### src/rtl/usb_link_ctrl_p.sv
// USB link-layer transaction controller: sequences token/data/handshake phases in master or slave mode.
// Optional hardware retry accounting is built when LINK_RETRY_EN is defined.
module usb_link_ctrl_p #(
    parameter int TIMER_W = 16,
    parameter int DELAY_W = 6,
    parameter int RETRY_W = 3
) (
    input  logic               clk,
    input  logic               rst_n,
    input  logic               ms,
    input  logic               rx_pid_en,
    input  logic [3:0]         rx_pid,
    input  logic               crc5_err,
    input  logic               rx_sop_en,
    input  logic               rx_lt_eop_en,
    input  logic               crc16_err,
    input  logic               tx_con_pid_en,
    input  logic [3:0]         tx_con_pid,
    input  logic               tx_lp_eop_en,
    input  logic [TIMER_W-1:0] time_threshold,
    input  logic [DELAY_W-1:0] delay_threshold,
    input  logic [RETRY_W-1:0] max_retry,
    input  logic               time_out_clr,
    output logic               rx_data_on,
    output logic               rx_handshake_on,
    output logic               tx_data_on,
    output logic               tx_hs_on,
    output logic               d_oe,
    output logic               time_out,
    output logic [1:0]         hs_result,
    output logic               busy,
    output logic               retry_req,
    output logic               retry_exhausted
);

    localparam logic [3:0] PID_OUT   = 4'b0001;
    localparam logic [3:0] PID_IN    = 4'b1001;
    localparam logic [3:0] PID_ACK   = 4'b0010;
    localparam logic [3:0] PID_NAK   = 4'b1010;
    localparam logic [3:0] PID_STALL = 4'b1110;

    typedef enum logic [2:0] {
        S_IDLE, S_TOK, S_TX_DATA, S_RX_WAIT, S_RX_DATA, S_TX_HS, S_TURN, S_HS_WAIT
    } state_t;

    state_t             state_q, state_d, ret_q, ret_d;
    logic               ms_q, ms_d;
    logic               tok_in_q, tok_in_d;
    logic [TIMER_W-1:0] timer_q;
    logic [DELAY_W-1:0] turn_cnt_q;
    logic               d_oe_q;
    logic               start, tmo_hit, hs_valid, rx_tok, wait_match;
    logic [1:0]         hs_code;

    assign rx_tok     = rx_pid_en & ~crc5_err;
    assign wait_match = (timer_q == time_threshold);

    always_comb begin
        state_d  = state_q;
        ret_d    = ret_q;
        ms_d     = ms_q;
        tok_in_d = tok_in_q;
        start    = 1'b0;
        tmo_hit  = 1'b0;
        hs_valid = 1'b0;
        hs_code  = 2'b00;
        case (state_q)
            S_IDLE: begin
                if (ms) begin
                    if (tx_con_pid_en && (tx_con_pid == PID_OUT || tx_con_pid == PID_IN)) begin
                        state_d  = S_TOK;
                        tok_in_d = (tx_con_pid == PID_IN);
                        ms_d     = 1'b1;
                        start    = 1'b1;
                    end
                end else if (rx_tok && rx_pid == PID_IN) begin
                    state_d = S_TX_DATA;
                    ms_d    = 1'b0;
                    start   = 1'b1;
                end else if (rx_tok && rx_pid == PID_OUT) begin
                    state_d = S_RX_WAIT;
                    ms_d    = 1'b0;
                    start   = 1'b1;
                end
            end
            S_TOK: begin
                if (tx_lp_eop_en) begin
                    if (tok_in_q) begin
                        state_d = S_TURN;
                        ret_d   = S_RX_WAIT;
                    end else begin
                        state_d = S_TX_DATA;
                    end
                end
            end
            S_TX_DATA: begin
                if (tx_lp_eop_en) begin
                    state_d = S_TURN;
                    ret_d   = S_HS_WAIT;
                end
            end
            S_RX_WAIT: begin
                // A start-of-packet on the matching cycle beats the timeout.
                if (rx_sop_en) begin
                    state_d = S_RX_DATA;
                end else if (wait_match) begin
                    state_d = S_IDLE;
                    tmo_hit = 1'b1;
                end
            end
            S_RX_DATA: begin
                if (rx_lt_eop_en) begin
                    if (!crc16_err) begin
                        state_d = S_TX_HS;
                    end else if (ms_q) begin
                        state_d = S_IDLE;
                    end else begin
                        state_d = S_TURN;
                        ret_d   = S_IDLE;
                    end
                end
            end
            S_TX_HS: begin
                if (tx_lp_eop_en) begin
                    if (ms_q) begin
                        state_d = S_IDLE;
                    end else begin
                        state_d = S_TURN;
                        ret_d   = S_IDLE;
                    end
                end
            end
            S_TURN: begin
                if (turn_cnt_q == delay_threshold) state_d = ret_q;
            end
            S_HS_WAIT: begin
                if (rx_tok && (rx_pid == PID_ACK || rx_pid == PID_NAK || rx_pid == PID_STALL)) begin
                    hs_valid = 1'b1;
                    hs_code  = (rx_pid == PID_ACK) ? 2'b01 : (rx_pid == PID_NAK) ? 2'b10 : 2'b11;
                    state_d  = S_IDLE;
                end else if (wait_match) begin
                    state_d = S_IDLE;
                    tmo_hit = 1'b1;
                end
            end
            default: state_d = S_IDLE;
        endcase
    end

    always_ff @(posedge clk or negedge rst_n) begin
        if (!rst_n) begin
            state_q         <= S_IDLE;
            ret_q           <= S_IDLE;
            ms_q            <= 1'b0;
            tok_in_q        <= 1'b0;
            timer_q         <= '0;
            turn_cnt_q      <= '0;
            d_oe_q          <= 1'b0;
            rx_data_on      <= 1'b0;
            rx_handshake_on <= 1'b0;
            tx_data_on      <= 1'b0;
            tx_hs_on        <= 1'b0;
            busy            <= 1'b0;
            time_out        <= 1'b0;
            hs_result       <= 2'b00;
        end else begin
            state_q  <= state_d;
            ret_q    <= ret_d;
            ms_q     <= ms_d;
            tok_in_q <= tok_in_d;

            if (state_q == S_TURN && state_d == S_TURN) turn_cnt_q <= turn_cnt_q + 1'b1;
            else                                        turn_cnt_q <= '0;

            // Timer restarts on wait-state entry and saturates instead of wrapping.
            if ((state_d == S_RX_WAIT || state_d == S_HS_WAIT) && state_d != state_q)
                timer_q <= '0;
            else if ((state_q == S_RX_WAIT || state_q == S_HS_WAIT) && timer_q != '1)
                timer_q <= timer_q + 1'b1;

            case (state_d)
                S_TOK, S_TX_DATA, S_TX_HS: d_oe_q <= 1'b1;
                S_TURN:                    d_oe_q <= d_oe_q;
                default:                   d_oe_q <= 1'b0;
            endcase

            rx_data_on      <= (state_d == S_RX_WAIT) || (state_d == S_RX_DATA);
            rx_handshake_on <= (state_d == S_HS_WAIT);
            tx_data_on      <= (state_d == S_TX_DATA);
            tx_hs_on        <= (state_d == S_TX_HS);
            busy            <= (state_d != S_IDLE);

            if (start)         hs_result <= 2'b00;
            else if (hs_valid) hs_result <= hs_code;

            if (tmo_hit)                    time_out <= 1'b1;
            else if (time_out_clr || start) time_out <= 1'b0;
        end
    end

    assign d_oe = (state_q == S_IDLE) ? ms : d_oe_q;

`ifdef LINK_RETRY_EN
    logic [RETRY_W-1:0] retry_cnt_q;

    always_ff @(posedge clk or negedge rst_n) begin
        if (!rst_n) begin
            retry_cnt_q     <= '0;
            retry_req       <= 1'b0;
            retry_exhausted <= 1'b0;
        end else begin
            retry_req <= 1'b0;
            if (ms_q && (tmo_hit || (hs_valid && hs_code == 2'b10))) begin
                if (retry_cnt_q == max_retry) begin
                    retry_exhausted <= 1'b1;
                end else begin
                    retry_req   <= 1'b1;
                    retry_cnt_q <= retry_cnt_q + 1'b1;
                end
            end else if ((hs_valid && hs_code != 2'b10) || time_out_clr) begin
                retry_cnt_q     <= '0;
                retry_exhausted <= 1'b0;
            end
        end
    end
`else
    logic unused_retry;
    assign unused_retry    = ^max_retry;
    assign retry_req       = 1'b0;
    assign retry_exhausted = 1'b0;
`endif

endmodule

### config.mk
export PLATFORM = sky130hd
export DESIGN_NAME = usb_link_ctrl_p
export DESIGN_NICKNAME = d
export VERILOG_FILES = /design/src/rtl/usb_link_ctrl_p.sv
export SDC_FILE = /design/constraint.sdc
export NUM_CORES = 1
export LEC_CHECK = 0
export BUFFER_PORTS_ARGS = -buffer_cell sky130_fd_sc_hd__buf_2
export CAP_MARGIN = 20
export CORE_MARGIN = 2
export CORE_UTILIZATION = 40
export CTS_CLUSTER_SIZE = 8
export DETAILED_ROUTE_END_ITERATION = 12
export PLACE_DENSITY_LB_ADDON = 0.3
export SETUP_SLACK_MARGIN = 0.5
export SYNTH_ARGS = -nofsm -noshare
export SYNTH_HDL_FRONTEND = slang
export SYNTH_SLANG_ARGS = --single-unit
### constraint.sdc
create_clock -name clk -period 3.1 [get_ports clk]
set_input_delay 0.31 -clock clk [delete_from_list [all_inputs] [get_ports clk]]
set_output_delay 0.31 -clock clk [all_outputs]
set_load 0.1 [all_outputs]
==> results of run 1 <==
## metal layers
| metal | vias up | GRT usage (%) |
|---|---|---|
| met3 | 4 | 4.25 |
| met5 | - | 0 |
| met1 | 853 | 20.7 |
| li1 | 919 | - |
| met4 | 0 | 3.33 |
| met2 | 36 | 27.7 |
## flip-flops by register name, indices dropped and copies added (netlist names)
register	cells
ret_q	2
state_q	3
hs_result	2
tx_data_on	1
tok_in_q	1
rx_handshake_on	1
rx_data_on	1
timer_q	16
turn_cnt_q	6
d_oe_q	1
busy	1
ms_q	1
time_out	1
tx_hs_on	1
## power breakdown
| group | leakage [nW] | switching, mW | total, mW | internal [mW] |
|---|---|---|---|---|
| logic | 0.642 | 0.693 | 1.06 | 0.369 |
| clock network | 0.0482 | 0.169 | 0.349 | 0.179 |
| registers | 0.502 | 0.243 | 0.916 | 0.672 |
## stage by stage
| stage | instances | power [mW] | setup WS (ns) | hold WS (ns) | util [%] |
|---|---|---|---|---|---|
| 2_1_floorplan | 241 | 1.77 | 1.16 | 0.0144 | - |
| 3_3_place_gp | 354 | 1.97 | 0.819 | 0.469 | 46.3 |
| 3_5_place_dp | 354 | 1.99 | 0.766 | 0.476 | 46.3 |
| 4_1_cts | 362 | 2.34 | 0.745 | 0.151 | 48.0 |
| 5_1_grt | 362 | 2.51 | 0.516 | 0.191 | 48.0 |
| 6_report | 362 | 2.33 | 0.763 | 0.122 | 48.0 |
## path summary, 6_finish.rpt
kind	from	end	cells past startpoint
worst max-delay path	timer_q[4]$_DFFE_PN0P_	turn_cnt_q[5]$_DFF_PN0_	6
worst min-delay path	rst_n	tok_in_q$_DFFE_PN0P_	1
worst max register to register	timer_q[4]$_DFFE_PN0P_	turn_cnt_q[5]$_DFF_PN0_	6
worst min register to register	turn_cnt_q[0]$_DFF_PN0_	turn_cnt_q[0]$_DFF_PN0_	1
max in group asynchronous	rst_n	d_oe_q$_DFFE_PN0P_	1
min in group clk	time_out_clr	time_out$_DFFE_PN0P_	2
## final cells by class
type / count / area (um^2)
inverter: 7 / 26.3
fill: 554 / 2830
clock buffer: 7 / 86.3
tap: 72 / 90.1
multi-input combinational: 188 / 1210
timing repair buffer: 49 / 245
sequential: 38 / 951
clock inverter: 1 / 5.00
## placed cells by master, fill, tap and decap left out, drive strengths merged, types with 3 or more instances in the layout
cell type,synthesis,layout
and3,5,5
xnor2,15,15
buf,5,49
a211oi,3,3
nand2b,4,4
nor2b,6,6
o22ai,3,3
dfrtp,38,38
clkbuf,3,7
nand2,20,20
xor2,26,26
a21oi,9,9
nor3,5,5
nand3,9,9
inv,7,7
nor3b,5,5
nor2,36,36
nand4,7,7
nor4,4,4
## cells by family (layout without fill, tap and decap cells)
| logic type | Yosys count | in the layout |
|---|---|---|
| compound gates | 30 | 30 |
| xor+xnor | 41 | 41 |
| fa+ha+maj | 2 | 2 |
| buf+inv | 15 | 64 |
| flops | 38 | 38 |
| mux | 4 | 4 |
| other cells | 1 | 2 |
| simple gates | 109 | 109 |
## worst max-delay path: stages, from the launching register on
cell	delay, ns
dfrtp_1	0.45
xor2_1	0.17
nor4_1	0.37
nand4_1	0.31
a211oi_2	0.50
nand3_1	0.29
nor2_1	0.16
==> summary.md, run 1 <==
| Metric | Value |
|---|---|
| CP max FO | 6 |
| Inserted Clock Buffers | 5 |
| Final hold vios | 0 |
| Crit path time final | 2.34 ns |
| Synth area leaders | dfrtp_1 (43%), xor2_1 (10%), nor2_1 (6.1%) |
| CTS resizes | 0 |
| Drt wl/cell | 12.8 um |
| Top-count cell post-synth | dfrtp_1 |
| RSZ-0062 raised after global routing | no |
| Via count | 1812 |
| Data arrival time of the critical path | 2.55 ns |
| Main combinational cell family by area after synthesis | simple AND/OR/NAND/NOR gates |
| Die W | 78.6 um |
| Leakage | 1.19 nW |
| Clock-pin slew on the worst setup and hold paths | 0.08 ns |
| Fmax | 428 MHz |
| Async set-reset flop share out of synthesis | 100% |
| Met1 Routed Length | 2.12 mm |
| Syn Area/Cell | 9.28 um^2 |
| Distinct cell type count after synthesis | 46 |
| Chip height | 78.6 um |
| Clock skew | 0.00977 ns |
| Clock Path Buffers | 2 |
| Synth Area in Compound Gates | 10.3% |
| Row count | 27 |
| DRC | 0 |
| Critical path endpoint category | flop |
| CTS tree | yes |
| Total wire length | 4.62 mm |
| Die area | 6180 um^2 |
| Min-delay worst type | input pin to asynchronous set/reset pin |
| Pre-antenna DRT Iters | 4 |
| Peak VDD IR | 0.412 mV |
| Final period util | 75.4% |
| Mux cell area share after synthesis | 1.91% |
| Synth Area in Adders | 1.12% |
| Pins Over Slew Limit | 0 |
| Startpoint Class | flop |
| Cell Area, Placed | 2520 um^2 |
| Port buffer count | 49 |
| Critical path type | flop to flop |
| Cell Pwr Density | 891 nW/um^2 |
| Layout cell share with drive strength beyond 1 | 22.4% |
| Clock sink total | 38 |
| CORE AREA | 5440 um^2 |
| XOR/XNOR Fraction of Synth Area | 16.1% |
| Top_reg_cell synth | dfrtp_1 |
| P&R area growth vs syn | 17.2% |
| Max H-tree Level | 2 |
| Vias in the first global route | 1827 |
| Post-synth top cells | dfrtp_1 (38), nor2_1 (36), xor2_1 (26) |
| Initial antenna violation count | 0 |
| Vias per inst | 5.01 |
| Status | finished clean |
| Worst reg2reg setup slack | 0.76 ns |
| Post-synth EDFFs | 0 |
| DR WL met2 | 2.29 mm |
| Antenna-violating nets left | 0 |
| Post-synth top area cell | dfrtp_1 |
| Highest Signal Layer | met4 |
| ANT cells | 0 |
| Worst-skew pair later-pin latency | 0.29 ns |
| Initial Utilization | 41.0% |
| Net count, final | 335 |
| Max cap viols | 0 |
| FF+latch count, synth | 38 |
| Largest net degree at the start of global routing | 39 |
| Drt initial violations | 114 |
| Top-area cell type share of the netlist area | 42.7% |
| Root buf cell | clkbuf_8 |
| I/O pin total | 55 |
| Area of the mapped netlist | 2230 um^2 |
| Post-synthesis cell count | 240 |
| Rel. slew slack | 43.2% |
| Final instance area | 2610 um^2 |
| Worst Path Required | 3.31 ns |
| Hold_buf cts | 0 |
| Total track usage | 16.2% |
| GRT Residual Overflow | 0 |
| Hpwl dp | 3.48 mm |
| Simple-gate area share of the yosys netlist | 24.4% |
| First-pass GRT wire length | 8.06 mm |
| DR WL met3 | 178 um |
| Sequential fraction of the synthesis area | 42.7% |
| Final Setup Violations | 0 |
| Post-CTS Setup Inserts | 0 |
| GPL Wtd Cong | 0.818 |
| Worst slew pin tran | 0.852 ns |
| Synth warn | 0 |
| Setup TNS Final | 0 ns |
Power figures use the tool's default switching activity.
==> run 2: changes to the inputs <==
clock period = 2.25 ns   (was 3.1 ns; I/O delays follow)
==> run 2 against run 1 <==
Effect of this change: first-iteration DRC count shrank 25%; via count up 8.0%; sequential cell count did not move; sequential share of layout area is 4.0 points lower; critical path depth grew 1; design area increased by 13%; combinational power rose by 100%; critical path type unchanged; critical endpoint is now busy$_DFF_PN0_.
==> summary.md, run 2 (synthesized netlist as in run 1, its figures left out) <==
| Metric | Value |
|---|---|
| Total wire length | 5.18 mm (+12%) |
| Worst R2R Start | timer_q[8]$_DFFE_PN0P_ |
| Net switching fraction of the power | 45.6% (-1.9 points) |
| FF-to-FF End | busy$_DFF_PN0_ |
| Combinational Power Share | 56.0% (+10 points) |
| Worst reg2reg setup slack | 0.24 ns (-0.53 ns) |
| Dpl ws | 0.116 ns (-0.649 ns) |
| Final hold vios | 0 (unchanged) |
| Crit path time final | 2.01 ns (-0.323 ns) |
| Vias per inst | 5.06 (+1.0%) |
| Vias in the first global route | 1949 (+6.7%) |
| Hpwl dp | 3.58 mm (+2.9%) |
| Cell Pwr Density | 1290 nW/um^2 (+44%) |
| Via count | 1957 (+8.0%) |
| Row count | 27 (unchanged) |
| CTS tree | yes |
| Startpoint Class | flop |
| Worst-skew pair later-pin latency | 0.29 ns (about the same) |
| Clock skew | 0.0126 ns (+0.00282 ns) |
| Placed insts | 359 (+1.4%) |
| Clock Path Buffers | 2 (unchanged) |
| DRC | 0 (unchanged) |
| FF-to-FF path depth | 7 (+1) |
| Fmax | 496 MHz (+16%) |
| First-pass GRT wire length | 8.87 mm (+10%) |
| Leakage | 1.31 nW (+9.5%) |
| Worst slew pin tran | 0.826 ns (-0.0254 ns) |
| Die area | 6180 um^2 (unchanged) |
| Initial Utilization | 41.0% (unchanged) |
| Layout cell share with drive strength beyond 1 | 35.9% (+13 points) |
| Max H-tree Level | 2 (unchanged) |
| Critical path endpoint category | flop |
| RSZ-0062 raised after global routing | yes |
| Max stage delay on crit path | 0.44 ns (-0.06 ns) |
| Root buf cell | clkbuf_8 |
| Reg power frac | 32.3% (-7.0 points) |
| Final instance area | 2960 um^2 (+13%) |
| Antenna-violating nets left | 0 (unchanged) |
| I/O pin total | 55 (unchanged) |
| Worst Hold Slack | 0.0176 ns (-0.105 ns) |
| ANT cells | 0 (unchanged) |
| Most flops, register | timer_q |
| Drt initial violations | 86 (-25%) |
| Max cap viols | 0 (unchanged) |
| Total track usage | 18.2% (+1.9 points) |
| Pins Over Slew Limit | 0 (unchanged) |
| Clock-pin slew on the worst setup and hold paths | 0.08 ns (about the same) |
| Status | finished clean |
| Largest net degree at the start of global routing | 39 (unchanged) |
| Min-delay worst type | input pin to asynchronous set/reset pin |
| P&R area growth vs syn | 32.7% |
| GPL Wtd Cong | 0.780 (-4.7%) |
| CP Cell Sequence | xor2_1, nor4_1, nand4_1, buf_6, a211oi_4, inv_2, or3_1 |
| Slowest CP cell | dfrtp_2 |
| Data arrival time of the critical path | 2.19 ns (-0.36 ns) |
| CP max FO | 4 (-2) |
| Most frequent cells in the layout | buf_2 (48), dfrtp_1 (33), nor2_1 (28), xor2_1 (26), buf_4 (22) |
| Hold_buf cts | 0 (unchanged) |
| Top Registers | timer_q: 16 flops, turn_cnt_q: 6 flops, state_q: 3 flops |
| GRT Residual Overflow | 0 (unchanged) |
| Port buffer count | 49 (unchanged) |
| Chip height | 78.6 um (unchanged) |
| CORE AREA | 5440 um^2 (unchanged) |
| Final period util | 89.5% (+14 points) |
| Max FFs per register | 16 (unchanged) |
| Net count, final | 361 (+7.8%) |
| Int Power | 2.07 mW (+69%) |
| Peak VDD IR | 0.587 mV (+43%) |
| Clk pwr share | 11.7% (-3.3 points) |
| Final Setup Violations | 0 (unchanged) |
| Initial antenna violation count | 0 (unchanged) |
| Final Non-Filler Cells | 387 (+6.9%) |
| Cell Area, Placed | 2560 um^2 (+1.5%) |
| Worst Path Required | 2.43 ns (-0.88 ns) |
| Final core utilization | 54.4% (+6.3 points) |
| Fin worst setup slack | 0.236 ns (-0.527 ns) |
| Rel. slew slack | 44.9% (+1.7 points) |
| Inserted Clock Buffers | 5 (unchanged) |
| Die W | 78.6 um (unchanged) |
| Pre-antenna DRT Iters | 4 (unchanged) |
| Commonest non-fill, non-tap cell in the layout | buf_2 |
| Critical path type | flop to flop |
| Switch Pwr | 1.73 mW (+57%) |
| Clock sink total | 38 (unchanged) |
| Drt wl/cell | 13.4 um (+4.9%) |
| Setup TNS Final | 0 ns (unchanged) |
| Total Power | 3.80 mW (+63%) |
==> run 2: worst max path at each step <==
stage	startpoint	slack (ns)	cells past startpoint	end
after floorplan	timer_q[3]$_DFFE_PN0P_	0.36	5	busy$_DFF_PN0_
after global routing	timer_q[8]$_DFFE_PN0P_	0.13	7	busy$_DFF_PN0_
after global placement	timer_q[13]$_DFFE_PN0P_	0.13	5	busy$_DFF_PN0_
after CTS	turn_cnt_q[2]$_DFF_PN0_	0.27	6	busy$_DFF_PN0_
final	timer_q[8]$_DFFE_PN0P_	0.24	7	busy$_DFF_PN0_
after detailed placement	timer_q[3]$_DFFE_PN0P_	0.12	5	busy$_DFF_PN0_
==> run 2: power groups by stage <==
stage / registers, mW / logic [mW] / clock network [mW]
after global placement: 1.25 / 1.55 / 0
after floorplan: 1.45 / 0.989 / 0
after CTS: 1.22 / 2.03 / 0.462
after global routing: 1.26 / 2.30 / 0.494
after detailed placement: 1.25 / 1.57 / 0
final: 1.23 / 2.13 / 0.446
==> run 2: what timing repair did <==
item                                    CTS  global route
buffers inserted                         17             3
pin swaps                                19             6
cloned                                    1             0
resized for setup                        28            11
endpoints found under the setup margin   29            31
==> run 2: final cells by class <==
| type | instances | area [um^2] |
|---|---|---|
| clock buffers | 6 | 72.6 |
| clock inverters | 1 | 7.51 |
| fillers | 506 | 2480 |
| inverters | 7 | 26.3 |
| multi-input cells | 189 | 1340 |
| flip-flops and latches | 38 | 957 |
| well taps | 72 | 90.1 |
| repair buffers | 74 | 459 |
==> run 2: metal layers <==
layer  track usage, %  vias up  wire length [um]
met2             30.2       52              2560
met5                0        -                 0
met3             3.79        4               247
met1             23.6      925              2330
li1                 -      976                 -
met4             5.79        0                46
==> run 2: critical path: cells and delay by family (launching register included) <==
kind / cells / cell delay (ns)
simple gates: 3 / 0.83
flops: 1 / 0.44
compound gates: 1 / 0.26
buf+inv: 2 / 0.23
xor+xnor: 1 / 0.15
